**src/rtl/hazard_ctrl.sv**
```systemverilog
// Pipeline hazard controller: per-stage bubble/flush, EX forwarding select, D-cache miss hold with watchdog.
// Optional HAZARD_PERF_CNT_EN adds stall_cnt/flush_cnt performance counters.
module hazard_ctrl #(
   parameter int MISS_TIMEOUT = 255
) (
   input  logic       clk,
   input  logic       rst_n,
   input  logic [4:0] reg1_src_ID,
   input  logic [4:0] reg2_src_ID,
   input  logic [1:0] src_en_ID,
   input  logic [4:0] reg1_src_EX,
   input  logic [4:0] reg2_src_EX,
   input  logic [4:0] reg_dest_EX,
   input  logic       load_EX,
   input  logic       br_EX,
   input  logic       jal_ID,
   input  logic [4:0] reg_dest_MEM,
   input  logic [4:0] reg_dest_WB,
   input  logic       reg_write_en_MEM,
   input  logic       reg_write_en_WB,
   input  logic       dcache_miss_MEM,
   input  logic       dcache_ready,
   output logic       bubbleF,
   output logic       bubbleD,
   output logic       bubbleE,
   output logic       bubbleM,
   output logic       bubbleW,
   output logic       flushF,
   output logic       flushD,
   output logic       flushE,
   output logic       flushM,
   output logic       flushW,
   output logic [1:0] op1_sel,
   output logic [1:0] op2_sel,
   output logic       miss_timeout
`ifdef HAZARD_PERF_CNT_EN
   ,
   output logic [31:0] stall_cnt,
   output logic [31:0] flush_cnt
`endif
);

   // state | meaning
   // RUN   | pipeline flowing; a miss in MEM stalls this cycle and enters MISS
   // MISS  | whole pipeline held until dcache_ready is sampled
   typedef enum logic {RUN = 1'b0, MISS = 1'b1} state_t;

   localparam logic [15:0] TIMEOUT_LIM = 16'(MISS_TIMEOUT);

   state_t      state;
   logic [15:0] miss_cnt;
   logic        stall;
   logic        load_use;

   function automatic logic [1:0] fwd_sel(input logic [4:0] src,
                                          input logic       wen_mem,
                                          input logic [4:0] dest_mem,
                                          input logic       wen_wb,
                                          input logic [4:0] dest_wb);
      if (wen_mem && dest_mem != 5'd0 && dest_mem == src)
         return 2'b01;
      else if (wen_wb && dest_wb != 5'd0 && dest_wb == src)
         return 2'b10;
      else
         return 2'b00;
   endfunction

   assign op1_sel = fwd_sel(reg1_src_EX, reg_write_en_MEM, reg_dest_MEM,
                            reg_write_en_WB, reg_dest_WB);
   assign op2_sel = fwd_sel(reg2_src_EX, reg_write_en_MEM, reg_dest_MEM,
                            reg_write_en_WB, reg_dest_WB);

   assign load_use = load_EX && (reg_dest_EX != 5'd0) &&
                     ((src_en_ID[0] && reg1_src_ID == reg_dest_EX) ||
                      (src_en_ID[1] && reg2_src_ID == reg_dest_EX));

   // Mealy term lets the miss cycle itself hold before the FSM registers it.
   assign stall = (state == MISS) || dcache_miss_MEM;

   // Stall wins over everything; a taken branch squashes the load-use hold.
   assign bubbleF = stall || (load_use && !br_EX);
   assign bubbleD = stall || (load_use && !br_EX);
   assign bubbleE = stall;
   assign bubbleM = stall;
   assign bubbleW = stall;

   assign flushF = 1'b0;
   assign flushD = !stall && (br_EX || jal_ID);
   assign flushE = !stall && (br_EX || load_use);
   assign flushM = 1'b0;
   assign flushW = 1'b0;

   always_ff @(posedge clk or negedge rst_n) begin
      if (!rst_n) begin
         state        <= RUN;
         miss_cnt     <= '0;
         miss_timeout <= 1'b0;
      end else begin
         case (state)
            RUN: begin
               if (dcache_miss_MEM) begin
                  state    <= MISS;
                  miss_cnt <= '0;
               end
            end
            MISS: begin
               if (dcache_ready)
                  state <= RUN;
               // Counter freezes once the sticky flag is up, so it never wraps.
               if (!miss_timeout) begin
                  miss_cnt <= miss_cnt + 16'd1;
                  if (miss_cnt + 16'd1 == TIMEOUT_LIM)
                     miss_timeout <= 1'b1;
               end
            end
            default: state <= RUN;
         endcase
      end
   end

`ifdef HAZARD_PERF_CNT_EN
   always_ff @(posedge clk or negedge rst_n) begin
      if (!rst_n) begin
         stall_cnt <= '0;
         flush_cnt <= '0;
      end else begin
         if (bubbleF)
            stall_cnt <= stall_cnt + 32'd1;
         if (flushD)
            flush_cnt <= flush_cnt + 32'd1;
      end
   end
`endif

endmodule

```
**config.mk**
```make
export PLATFORM = sky130hd
export DESIGN_NAME = hazard_ctrl
export DESIGN_NICKNAME = d
export VERILOG_FILES = /design/src/rtl/hazard_ctrl.sv
export SDC_FILE = /design/constraint.sdc
export NUM_CORES = 1
export LEC_CHECK = 0
export CAP_MARGIN = 20
export CORE_MARGIN = 2
export CORE_UTILIZATION = 45
export DETAILED_ROUTE_END_ITERATION = 8
export GPL_ROUTABILITY_DRIVEN = 1
export PLACE_DENSITY_LB_ADDON = 0.08
export SKIP_LAST_GASP = 1
export SLEW_MARGIN = 10
export SYNTH_ARGS = -nofsm -noshare
export SYNTH_HDL_FRONTEND = slang
export SYNTH_SLANG_ARGS = --single-unit
export TNS_END_PERCENT = 20
```
**constraint.sdc**
```tcl
create_clock -name clk -period 3.5 [get_ports clk]
set_input_delay 0.875 -clock clk [delete_from_list [all_inputs] [get_ports clk]]
set_output_delay 0.875 -clock clk [all_outputs]
set_load 0.01 [all_outputs]
```
# After elaboration in Yosys (flattened, before gate mapping)
# Index checks and enable logic that the tools add are counted.
[totals]
ff_bits = 18
elab_cells = 50
[op_classes]
add_sub_neg = 1
eq_ne = 9
muxes = 12
n_bitwise = 1
reduce_logical = 24
[op_table]
columns = ["op", "count"]
rows = [
  ["two-way mux 16 bit", 2],
  ["case mux 16 bit (2 select lines)", 1],
  ["equality test 5 bit", 6],
  ["adder 16 x 1 -> 16 bit (second input constant)", 1],
  ["equality test 16 x 8 -> 1 bit (second input constant)", 1],
  ["nonzero test 5 bit", 3],
  ["logical AND 1 bit", 13],
  ["two-way mux 2 bit", 4],
  ["logical OR 1 bit", 5],
  ["two-way mux 1 bit", 4],
  ["inequality test 2 bit (second input constant)", 2],
  ["logical NOT 1 bit", 2],
  ["case mux 1 bit (2 select lines)", 1],
  ["AND reduction 2 bit", 1],
  ["NOT 1 bit", 1],
]

# Logic depth before layout (Yosys ltp)
[logic_depth]
ltp_word = 6
depth_mapped = 6
depth_no_buf = 6

# Least setup slack after synthesis
# No wires, ideal clock.
[synth_path]
path_type = "input to output"
start = "input port reg_dest_MEM[1]"
end = "output port op1_sel[1]"
arrival_ps = 2168
t_required_ps = 2625
setup_slack_ps = 457
cell_stages = 4
path_buffers = 0
cell_sequence = "or4_1 -> o21ai_0 -> nor4_1 -> nor4_1"
[synth_between]
elab_chain_cells = 4
elab_cells_between_ends = 5
[synth_lines]
columns = ["item", "line_no", "text"]
rows = [
  ["from (decl)", "17", "input logic [4:0] reg_dest_MEM,"],
  ["nonzero test 5 bit", "60", "if (wen_mem && dest_mem != 5'd0 && dest_mem == src)"],
  ["logical AND 1 bit", "60", ""],
  ["logical AND 1 bit (*)", "60", ""],
  ["two-way mux 2 bit (*)", "60", ""],
  ["to (decl)", "33", "output logic [1:0] op1_sel,"],
]
# Mark *: on every way between the ends. The rest lies on a longest branch, timed or not.

# Final worst setup path
[layout_path]
start = "input port reg_dest_MEM[1]"
end = "output port op1_sel[0]"
# The elaborated chain is that of the path after synthesis.

==> run metrics <==
boundary pin count 61; compound-gate portion of the synthesized area 0.183; critical path peak fanout 3; Seq. cell area approximately 450 sq um; largest net degree at the start of global routing 21; total track usage 0.228; vias in the first global route approximately 1700; clock slew at reported path FFs ~110 ps; hold slack between 500 and 600 ps; failing checks negative setup slack; Final ANT Viol Nets 0; Arr. time, crit path 2760 ps; slew margin rel. 0.451; Final setup viols 4; Adder-Cell Fraction of Synth Area 0.0153; drt first pass iters 4; CP most frequent cell clkdlybuf4s50_1; Vias/cell about 5.6; ant diodes 0; Final Wtd Congestion 0.874; Final Power slightly below 600 uW; antenna violations before repair 0; Max IR drop VDD ~0.00011 V; Setup crit end kind primary output; Worst Skew 4.40 ps; layout cells sized above 1 0.119; max-slew violations 0; CTS Hold Bufs 0; main combinational cell family by area after synthesis simple AND/OR/NAND/NOR gates; drt total wl about 4.4 mm; Internal 384 uW; Worst-Skew Late Latency approximately 300 ps; mux cell area share after synthesis 0.00691; Tightest Pin Transition just over 800 ps; WL per Instance ~14 microns; unrepaired setup endpoints after global routing true; # clock sinks 18; CTS max path bufs 2; clk root buf clkbuf_4; Post-DP HPWL ~3.5 mm; htree depth 1; die height around 64 microns; final cycle utilization of the critical path 1.04; top post-synthesis cells by area dfrtp_1, xor2_1, o21ai_0; Setup Crit Path Kind in2out; GRT overflow 0; top achievable clock speed roughly 270 MHz; Final Hold Viols 0; via count 1715; syn avg cell area around 8.4 sq um; Seq/Total Area, Yosys 0.276; fillers 281; post-route setup slack -138 ps; IO buf count 57; TritonCTS clock tree done; Initial Utilization 0.477; critical path cell sequence clkdlybuf4s50_1, or4_1, o21ai_2, nor4_2, buf_4, clkdlybuf4s50_1; Hold Crit Class reg2reg; top_reg_cell synth dfrtp_1; Area growth syn-to-layout 45.3%; Post-synth EDFFs 0; max-cap violations 0; commonest cells in the netlist o21ai_0, xor2_1, nand2_1; Clk pwr share 0.184; Synth async-reset ratio 1.00; switching pwr roughly 210 uW; Sw Share 0.354; # nets final 311; status finished, violations left; slowest stage delay, CP roughly 550 ps; Pleak roughly 0.001 uW; Pwr per Cell Area between 200 and 300 nW/um^2; Num CTS Buffers 3; Logic pwr share 0.374; crit path time final between 3000 and 4000 ps; Initial DRC Count between 90 and 100; Yosys top cell by area dfrtp_1; Die X between 60 and 70 microns; Synth Area in XOR/XNOR 0.177; Syn Std Cell Area between 1500 and 2000 sq um; die area slightly above 4000 sq um; share of the synthesized area in the top cell type 0.276; CP max stage cell or4_1; cell count after synthesis about 190; WP data required 2620 ps; type of origin of the critical path input pin; Synth Area in Simple Gates 0.287; Seq pwr share 0.442; row cnt 21; Yosys cell types 44; drt drc 0; Multi-input gate area about 1100 sq um; Core Area approximately 3400 sq um; first-pass GRT wire length about 7.5 mm; Seq cells post-synth 18; Syn. warnings 0
## stage by stage
step / util / std cells / TNS, ps / area [sq um] / setup WS (ps)
3_3_place_gp: 0.676 / 303 / -2080 / 2310 / -468
5_1_grt: 0.693 / 307 / -914 / 2370 / -198
2_1_floorplan: - / 196 / 0 / 1640 / 457
6_report: 0.693 / 307 / -425 / 2370 / -138
4_1_cts: 0.684 / 307 / -1100 / 2330 / -251
3_5_place_dp: 0.676 / 303 / -2240 / 2310 / -491
## metal layers
layer | vias up | share of wire | GRT usage
li1 | 843 | - | -
met1 | 804 | 0.44 | 0.290
met2 | 63 | 0.48 | 0.391
met3 | 5 | 0.073 | 0.0511
met4 | 0 | 0.011 | 0.0585
met5 | - | 0 | 0
## area by class of cell
| cell class | instances | share of cell area |
|---|---|---|
| tap | 46 | 0.0243 |
| clock buffer | 3 | 0.00951 |
| sequential | 18 | 0.190 |
| timing repair buffer | 72 | 0.291 |
| inverter | 6 | 0.00951 |
| multi-input combinational | 162 | 0.475 |
## cell families (layout without fill, tap and decap cells)
group,after synthesis,in the layout
other,1,3
adder cells (fa/ha/maj),2,2
multiplexers,1,1
flip-flops,18,18
XOR/XNOR,33,33
buffers and inverters,16,81
AND/OR/NAND/NOR,76,76
AO/OA/AOI/OAI,47,47
## registers in the layout, indices dropped and copies added, names as in the netlist
name / flops
miss_cnt: 16
miss_timeout: 1
state: 1
## what timing repair did
action,in CTS,in global routing
endpoints found under the setup margin,7,7
buffers inserted,1,0
pin swaps,1,7
gates resized for setup,5,10
## layout by cell type, fill, tap and decap left out, drive strengths merged, types with 3 or more instances in the layout
master	n
clkdlybuf4s50	49
xor2	23
o21ai	23
nand2	19
dfrtp	18
buf	15
nor2	12
xnor2	10
nor4	9
nor3	7
inv	6
a21oi	6
nand4	6
nand3	6
or4	5
a21o	4
dlymetal6s2s	4
and3	3
and4	3
o31ai	3
a22o	3
conb	3
clkbuf	3
dlygate4sd2	3
and2	3
## power groups by stage
stage          sequential, uW  combinational (uW)  clock [uW]
5_1_grt                   268                 250         116
3_3_place_gp              265                 218           0
3_5_place_dp              267                 222           0
4_1_cts                   262                 222         109
2_1_floorplan             259                 115           0
6_report                  263                 222         110
## critical path: cells and delay by family
| family | cells | cell delay (ps) |
|---|---|---|
| buffers and inverters | 3 | 1080 |
| AND/OR/NAND/NOR | 2 | 630 |
| AO/OA/AOI/OAI | 1 | 180 |
## final timing paths
| check | to | cells after the start | startpoint | slack (ps) |
|---|---|---|---|---|
| min in group asynchronous | miss_cnt[7]$_DFFE_PN0P_ | 1 | rst_n | 1040 |
| hold / removal | miss_cnt[15]$_DFFE_PN0P_ | 1 | miss_cnt[15]$_DFFE_PN0P_ | 560 |
| max in group asynchronous | miss_cnt[8]$_DFFE_PN0P_ | 1 | rst_n | 1960 |
| hold reg to reg | miss_cnt[15]$_DFFE_PN0P_ | 1 | miss_cnt[15]$_DFFE_PN0P_ | 560 |
| setup reg to reg | miss_timeout$_DFFE_PN0P_ | 6 | miss_cnt[0]$_DFFE_PN0P_ | 1500 |
| setup / recovery | op1_sel[0] | 6 | reg_dest_MEM[1] | -140 |
Power figures use the tool's default switching activity.
